[config.mk]
export PLATFORM = sky130hd
export DESIGN_NAME = systolic_skew_feeder
export DESIGN_NICKNAME = d
export VERILOG_FILES = /design/src/rtl/systolic_skew_feeder.sv
export SDC_FILE = /design/constraint.sdc
export NUM_CORES = 1
export LEC_CHECK = 0
export ABC_AREA = 1
export CAP_MARGIN = 20
export CORE_ASPECT_RATIO = 1.1
export CORE_MARGIN = 4
export CORE_UTILIZATION = 30
export CTS_BUF_LIST = sky130_fd_sc_hd__clkbuf_16
export CTS_CLUSTER_SIZE = 40
export DETAILED_ROUTE_END_ITERATION = 10
export PLACE_DENSITY_LB_ADDON = 0.15
export RECOVER_POWER = 50
export SLEW_MARGIN = 20
export SYNTH_ARGS = -nofsm -noshare
export SYNTH_HDL_FRONTEND = slang
export SYNTH_SLANG_ARGS = --single-unit
[constraint.sdc]
create_clock -name clk -period 16.1 [get_ports clk]
set_clock_uncertainty 0.1 [all_clocks]
set_input_delay 2.415 -clock clk [delete_from_list [all_inputs] [get_ports clk]]
set_output_delay 2.415 -clock clk [all_outputs]
set_load 0.05 [all_outputs]
[src/rtl/systolic_skew_feeder.sv]
// ----------------------------------------------------------------------------
// systolic_skew_feeder
//
// Purpose:
//   Accepts one k-step beat per cycle (N A-lanes and N B-lanes). It emits those
//   beats into the west (A) and north (B) edges of an NxN systolic array with
//   the diagonal skew the array needs. Lane i of each edge is a register chain
//   of depth i+1. A value accepted on edge E therefore appears on lane i at
//   edge E+i. Every cycle without an accepted beat pushes a zero into all
//   chains. Zeros add nothing to any PE sum, so the chains never stall.
//
// Ports:
//   clk       in   single clock, rising edge
//   rst       in   asynchronous active-high reset
//   start     in   begin a job (sampled only in IDLE)
//   k_len     in   [7:0] inner dimension K, latched on accepted start
//   in_valid  in   a_vec/b_vec carry one beat
//   in_ready  out  feeder accepts a beat this cycle (high only in FEED)
//   a_vec     in   [N*W-1:0] A[i][k], lane i = bits [W*i +: W]
//   b_vec     in   [N*W-1:0] B[k][j], lane j = bits [W*j +: W]
//   a_edge    out  [N*W-1:0] lane i -> a_in of PE(i,0), registered
//   b_edge    out  [N*W-1:0] lane j -> b_in of PE(0,j), registered
//   busy      out  job in progress (FEED, FLUSH, DONE)
//   done      out  one-cycle pulse once the job is fully skewed out
//
// Handshake: a beat transfers on a rising edge where in_valid && in_ready.
//   in_ready depends only on the FSM state, never on in_valid. Data offered
//   while in_ready is low is ignored and zeros enter the chains instead.
//
// The FSM state is held in state_q for hierarchical observation by checkers.
// ----------------------------------------------------------------------------
module systolic_skew_feeder #(
  parameter int N = 4,
  parameter int W = 16
) (
  input  logic           clk,
  input  logic           rst,
  input  logic           start,
  input  logic [7:0]     k_len,
  input  logic           in_valid,
  output logic           in_ready,
  input  logic [N*W-1:0] a_vec,
  input  logic [N*W-1:0] b_vec,
  output logic [N*W-1:0] a_edge,
  output logic [N*W-1:0] b_edge,
  output logic           busy,
  output logic           done
);

  typedef enum logic [1:0] {
    S_IDLE  = 2'd0,
    S_FEED  = 2'd1,
    S_FLUSH = 2'd2,
    S_DONE  = 2'd3
  } state_t;

  // FLUSH lasts N-1 cycles so the last beat reaches lane N-1 before DONE.
  localparam int FW = (N > 2) ? $clog2(N - 1) : 1;
  localparam logic [FW-1:0] FLUSH_LAST = FW'((N > 1) ? (N - 2) : 0);

  state_t        state_q, state_d;
  logic [7:0]    k_q, k_d;
  logic [7:0]    beat_q, beat_d;
  logic [FW-1:0] flush_q, flush_d;
  logic          accept;

  assign in_ready = (state_q == S_FEED);
  assign busy     = (state_q != S_IDLE);
  assign done     = (state_q == S_DONE);
  assign accept   = in_valid && in_ready;

  always_ff @(posedge clk or posedge rst) begin
    if (rst) begin
      state_q <= S_IDLE;
      k_q     <= '0;
      beat_q  <= '0;
      flush_q <= '0;
    end else begin
      state_q <= state_d;
      k_q     <= k_d;
      beat_q  <= beat_d;
      flush_q <= flush_d;
    end
  end

  always_comb begin
    state_d = state_q;
    k_d     = k_q;
    beat_d  = beat_q;
    flush_d = flush_q;
    case (state_q)
      S_IDLE: begin
        if (start) begin
          if (k_len != 8'd0) begin
            state_d = S_FEED;
            k_d     = k_len;
            beat_d  = '0;
          end else begin
            // An empty job skips straight to the completion pulse.
            state_d = S_DONE;
          end
        end
      end
      S_FEED: begin
        if (accept) begin
          if (beat_q == k_q - 8'd1) begin
            flush_d = '0;
            state_d = (N > 1) ? S_FLUSH : S_DONE;
          end else begin
            beat_d = beat_q + 8'd1;
          end
        end
      end
      S_FLUSH: begin
        if (flush_q == FLUSH_LAST) begin
          state_d = S_DONE;
        end else begin
          flush_d = flush_q + FW'(1);
        end
      end
      S_DONE: begin
        state_d = S_IDLE;
      end
      default: begin
        state_d = S_IDLE;
      end
    endcase
  end

  // Skew chains: lane i has depth i+1. Stage 0 takes the accepted beat or a
  // zero bubble, and the last stage drives the edge output directly.
  for (genvar i = 0; i < N; i++) begin : g_lane
    logic [W-1:0] a_pipe_q [0:i];
    logic [W-1:0] b_pipe_q [0:i];
    logic [W-1:0] a_in;
    logic [W-1:0] b_in;

    assign a_in = accept ? a_vec[W*i +: W] : '0;
    assign b_in = accept ? b_vec[W*i +: W] : '0;

    always_ff @(posedge clk or posedge rst) begin
      if (rst) begin
        for (int d = 0; d <= i; d++) begin
          a_pipe_q[d] <= '0;
          b_pipe_q[d] <= '0;
        end
      end else begin
        a_pipe_q[0] <= a_in;
        b_pipe_q[0] <= b_in;
        for (int d = 1; d <= i; d++) begin
          a_pipe_q[d] <= a_pipe_q[d-1];
          b_pipe_q[d] <= b_pipe_q[d-1];
        end
      end
    end

    assign a_edge[W*i +: W] = a_pipe_q[i];
    assign b_edge[W*i +: W] = b_pipe_q[i];
  end

endmodule

# ---- Word-level counts from Yosys, hierarchy flattened
# Index checks and enable logic that the tools add are counted.
dict set report op_classes {
  n_addsub 3
  eq_ne 12
  mux 23
  n_reduce_logical 10
}
# op count
set op_table {}
lappend op_table {{16-bit two-way mux} 8}
lappend op_table {{8-bit two-way mux} 4}
lappend op_table {{2-bit two-way mux} 8}
lappend op_table {{8-bit one-hot mux with 2 select lines} 1}
lappend op_table {{2-bit inequality test, second input constant} 5}
lappend op_table {{8-bit by 1-bit adder with 8-bit output, second input constant} 1}
lappend op_table {{8-bit == test} 1}
lappend op_table {{2-bit one-hot mux with 4 select lines} 1}
lappend op_table {{4-bit AND reduction} 2}
lappend op_table {{8-bit nonzero test} 1}
lappend op_table {{8-bit by 1-bit subtractor with 8-bit output, second input constant} 1}
lappend op_table {{2-bit == test, second input constant} 3}
lappend op_table {{2-bit nonzero test} 3}
lappend op_table {{5-bit AND reduction} 1}
lappend op_table {{2-bit by 1-bit inequality test with 1-bit output, second input constant} 2}
lappend op_table {{2-bit one-hot mux with 2 select lines} 1}
lappend op_table {{3-bit AND reduction} 1}
lappend op_table {{2-bit by 1-bit adder with 2-bit output, second input constant} 1}
lappend op_table {{2-bit by 1-bit == test with 1-bit output, second input constant} 1}
lappend op_table {{2-bit logical NOT} 1}
lappend op_table {{1-bit logical AND} 1}
dict set report totals {
  regBits 340
  inputBits 140
  out_inout_bits 131
  elab_cells 72
}

# ---- Depth between registers and ports, before layout
dict set report depth {
  ltp_word 5
  ltp_mapped 16
  mapped_depth_nobuf 15
}

# ---- Least setup slack after synthesis
# No wires, ideal clock.
dict set report synth_timing {
  kind {register -> output}
  startpoint {register state_q[1]}
  endpoint {output port in_ready}
  arrival_ns 1.058
  required_time_ns 13.585
  path_slack_ns 12.527
  path_stages_with_launch 3
  n_path_buf 0
  cell_sequence {dfrtp_1 inv_1 ha_1}
}
dict set report synth_via {
  elab_chain_cells 1
}
# element line
set synth_lines {}
lappend synth_lines {{from (decl)} 61} ;# state_t state_q, state_d;
lappend synth_lines {{from (signal assigned)} 79} ;# state_q <= state_d;
lappend synth_lines {{2-bit by 1-bit == test with 1-bit output} 67} ;# assign in_ready = (state_q == S_FEED);
lappend synth_lines {{to (decl)} 41} ;# output logic in_ready,
# No other way between the ends.

==> results.toml <==
[cells_and_area]
layout.nets = 1238
final_common_cell = "dfrtp_1"
finalCoreUtilization_pct = 40.28
layout_common_cells = "dfrtp_1 (340), clkdlybuf4s50_1 (267), inv_1 (161), nor2_1 (148), nand2_1 (55)"
syn_to_final_growth_pct = 32.93
n_fill_cell = 3569
seqCellArea_sq_um = 8508
multi_input_area_sq_um = 1323
drive_gt1_share_pct = 7.098
diodes = 0

[worst_setup_path]
cp_top_family = "buffers and inverters"
critical_path_class = "input pin to async pin"
worst-path-max-fanout = 124
crit_chain = "dlygate4sd3_1 > clkinvlp_2 > buf_6 > buf_4"
cp_num_buf_inv = 4
required_ps = 16510
r2r_setup_slack_ps = 12540
crit_arrival_ps = 7620
slowest_stage = "clkinvlp_2"
critPathMaxStageDelay_ps = 2980
critPathLaunchType = "input pin"
cp-end-kind = "async pin"

[yosys]
synth_edf_count = 0
syn_area_per_cell_sq_um = 12.61
ys_types = 27
synthArstFlopShare_pct = 100.0
yosysTopAreaCell = "dfrtp_1"
synth_warnings = 0
synth-seq-cells = 340
syn_area_sq_um = 11220
synth_fp_nets = 1038
synthCells = 890
ys_seq_area_share_pct = 75.81
ys_top_cells_by_area = "dfrtp_1 (76%), buf_4 (6.4%), inv_1 (5.2%)"
synth.top_cell.area_share_pct = 75.81
ys.flop_type = "dfrtp_1"

[clock_network]
post_cts_buffers = 0
ctsResizeCount = 0
postCtsHoldBufs = 0
clk_pin_slew_ps = 60
clk_latency_ps = 510
cts.sinks = 340
root_buffer = "clkbuf_16"
cts_tree = "done"
cts_buffer_depth = 3
ctsHtreeMaxLevel = 2
numCtsBuffers = 37

[global_routing]
gr-usage-all-layers_pct = 10.92
antenna_found_initial = 0
grt_max_degree = 125
grt_pass1_wl_um = 34560
overflow = 0
grt_pass1_vias = 6190

[floorplan]
coreArea_sq_um = 37040
die_w_um = 192.4
ios = 271
die-area_sq_um = 40570
row_count = 74
start_util_pct = 30.30
die_h_um = 210.9

[route]
viasPerCell = 3.746
firstDrtPassIters = 4
wl_um = 22390
vias = 6020
drtIter0Drc = 223
ant_nets = 0
wire_per_inst_um = 13.93
drc = 0

[pwr]
p_leak_uw = 0.007680
total_power_uw = 2381
p_per_area_nw_per_um2 = 159.6
ir_worst_vdd_mv = 0.06695

[timing]
maxSlewViolCount = 177
fin_crit_sh_pct = 44.81
setup-violations-final = 0
fmax_mhz = 138.6
period_minus_slack_ps = 7214
final_hold_viol_count = 0
hold-worst-slack_ps = 233.6
relSlewSlack_pct = -258.1
rsz0062_at_grt = "false"
max_slew.worst_pin.slew_ps = 5342
fin_ws_ps = 8886
tns_ps = 0

[run]
drv_cap = 2

[place]
place_ws_ps = 10390
place.gp.congestion = 0.7524
port_buffers = 270
place_hpwl_um = 14930

[min_path]
worstHoldPathType = "flop to flop"

[run_status]
violations = "capacitance limit, slew limit"
run_status = "finished, violations left"
-- routing by layer --
layer	part of all wire, %	vias up	GRT usage (%)
li1	-	2906	-
met1	43	2916	13.96
met2	48	167	17.54
met3	7.3	31	3.620
met4	2.3	0	3.714
met5	0	-	0
-- where the power goes --
part	total (uW)	switching, uW	internal, uW
Sequential	1030	43.1	989
Clock	803	323	480
Combinational	546	372	173
Total	2380	738	1640
-- cell families after synthesis --
logic type	Yosys count	synth area share [%]
flip-flops	340	75.81
buffers and inverters	270	12.39
AND/OR/NAND/NOR	245	9.064
AO/OA/AOI/OAI	19	1.182
adder cells (fa/ha/maj)	8	0.8919
XOR/XNOR	6	0.4682
multiplexers	2	0.2007
-- through the flow --
stage	area [sq um]	cells
2_1_floorplan	11220	890
3_3_place_gp	13790	1545
3_5_place_dp	13790	1545
4_1_cts	14930	1607
5_1_grt	14920	1607
6_report	14920	1607
-- synth_stat cells (all sizes together) (2+ instances only) --
cell type and n:
buf 99, nor3 2, nand3 15, a21oi 8
nor4 3, xor2 5, mux2 2, nor2 153
clkbuf 14, dfrtp 340, inv 157, nand2 62
ha 8, o21ai 11, nand4 8
-- path summary, 6_finish.rpt --
check                                  startpoint                      to  cells past startpoint
max reg2reg                            state_q[1]               beat_q[6]                     10
min reg2reg                g_lane[3].b_pipe_q[24]              b_edge[56]                      0
min in group asynchronous                     rst              b_edge[60]                      2
min                        g_lane[3].b_pipe_q[24]              b_edge[56]                      0
max in group clk                         in_valid  g_lane[3].b_pipe_q[54]                      4
max                                           rst              b_edge[27]                      4
-- state kept, by name (all words and copies together), names as in the netlist --
name	cells
b_edge	48
state_q	2
a_edge	48
g_lane.b_pipe_q	112
flush_q	2
k_q	8
g_lane.a_pipe_q	112
beat_q	8
-- final cells by class --
| class | instances | share of cell area [%] |
|---|---|---|
| sequential | 340 | 57.03 |
| timing repair buffer | 274 | 18.34 |
| multi-input combinational | 280 | 8.864 |
| clock buffer | 37 | 6.206 |
| tap | 494 | 4.143 |
| inverter | 157 | 3.958 |
| clock inverter | 25 | 1.459 |
(Power assumes the default switching activity.)
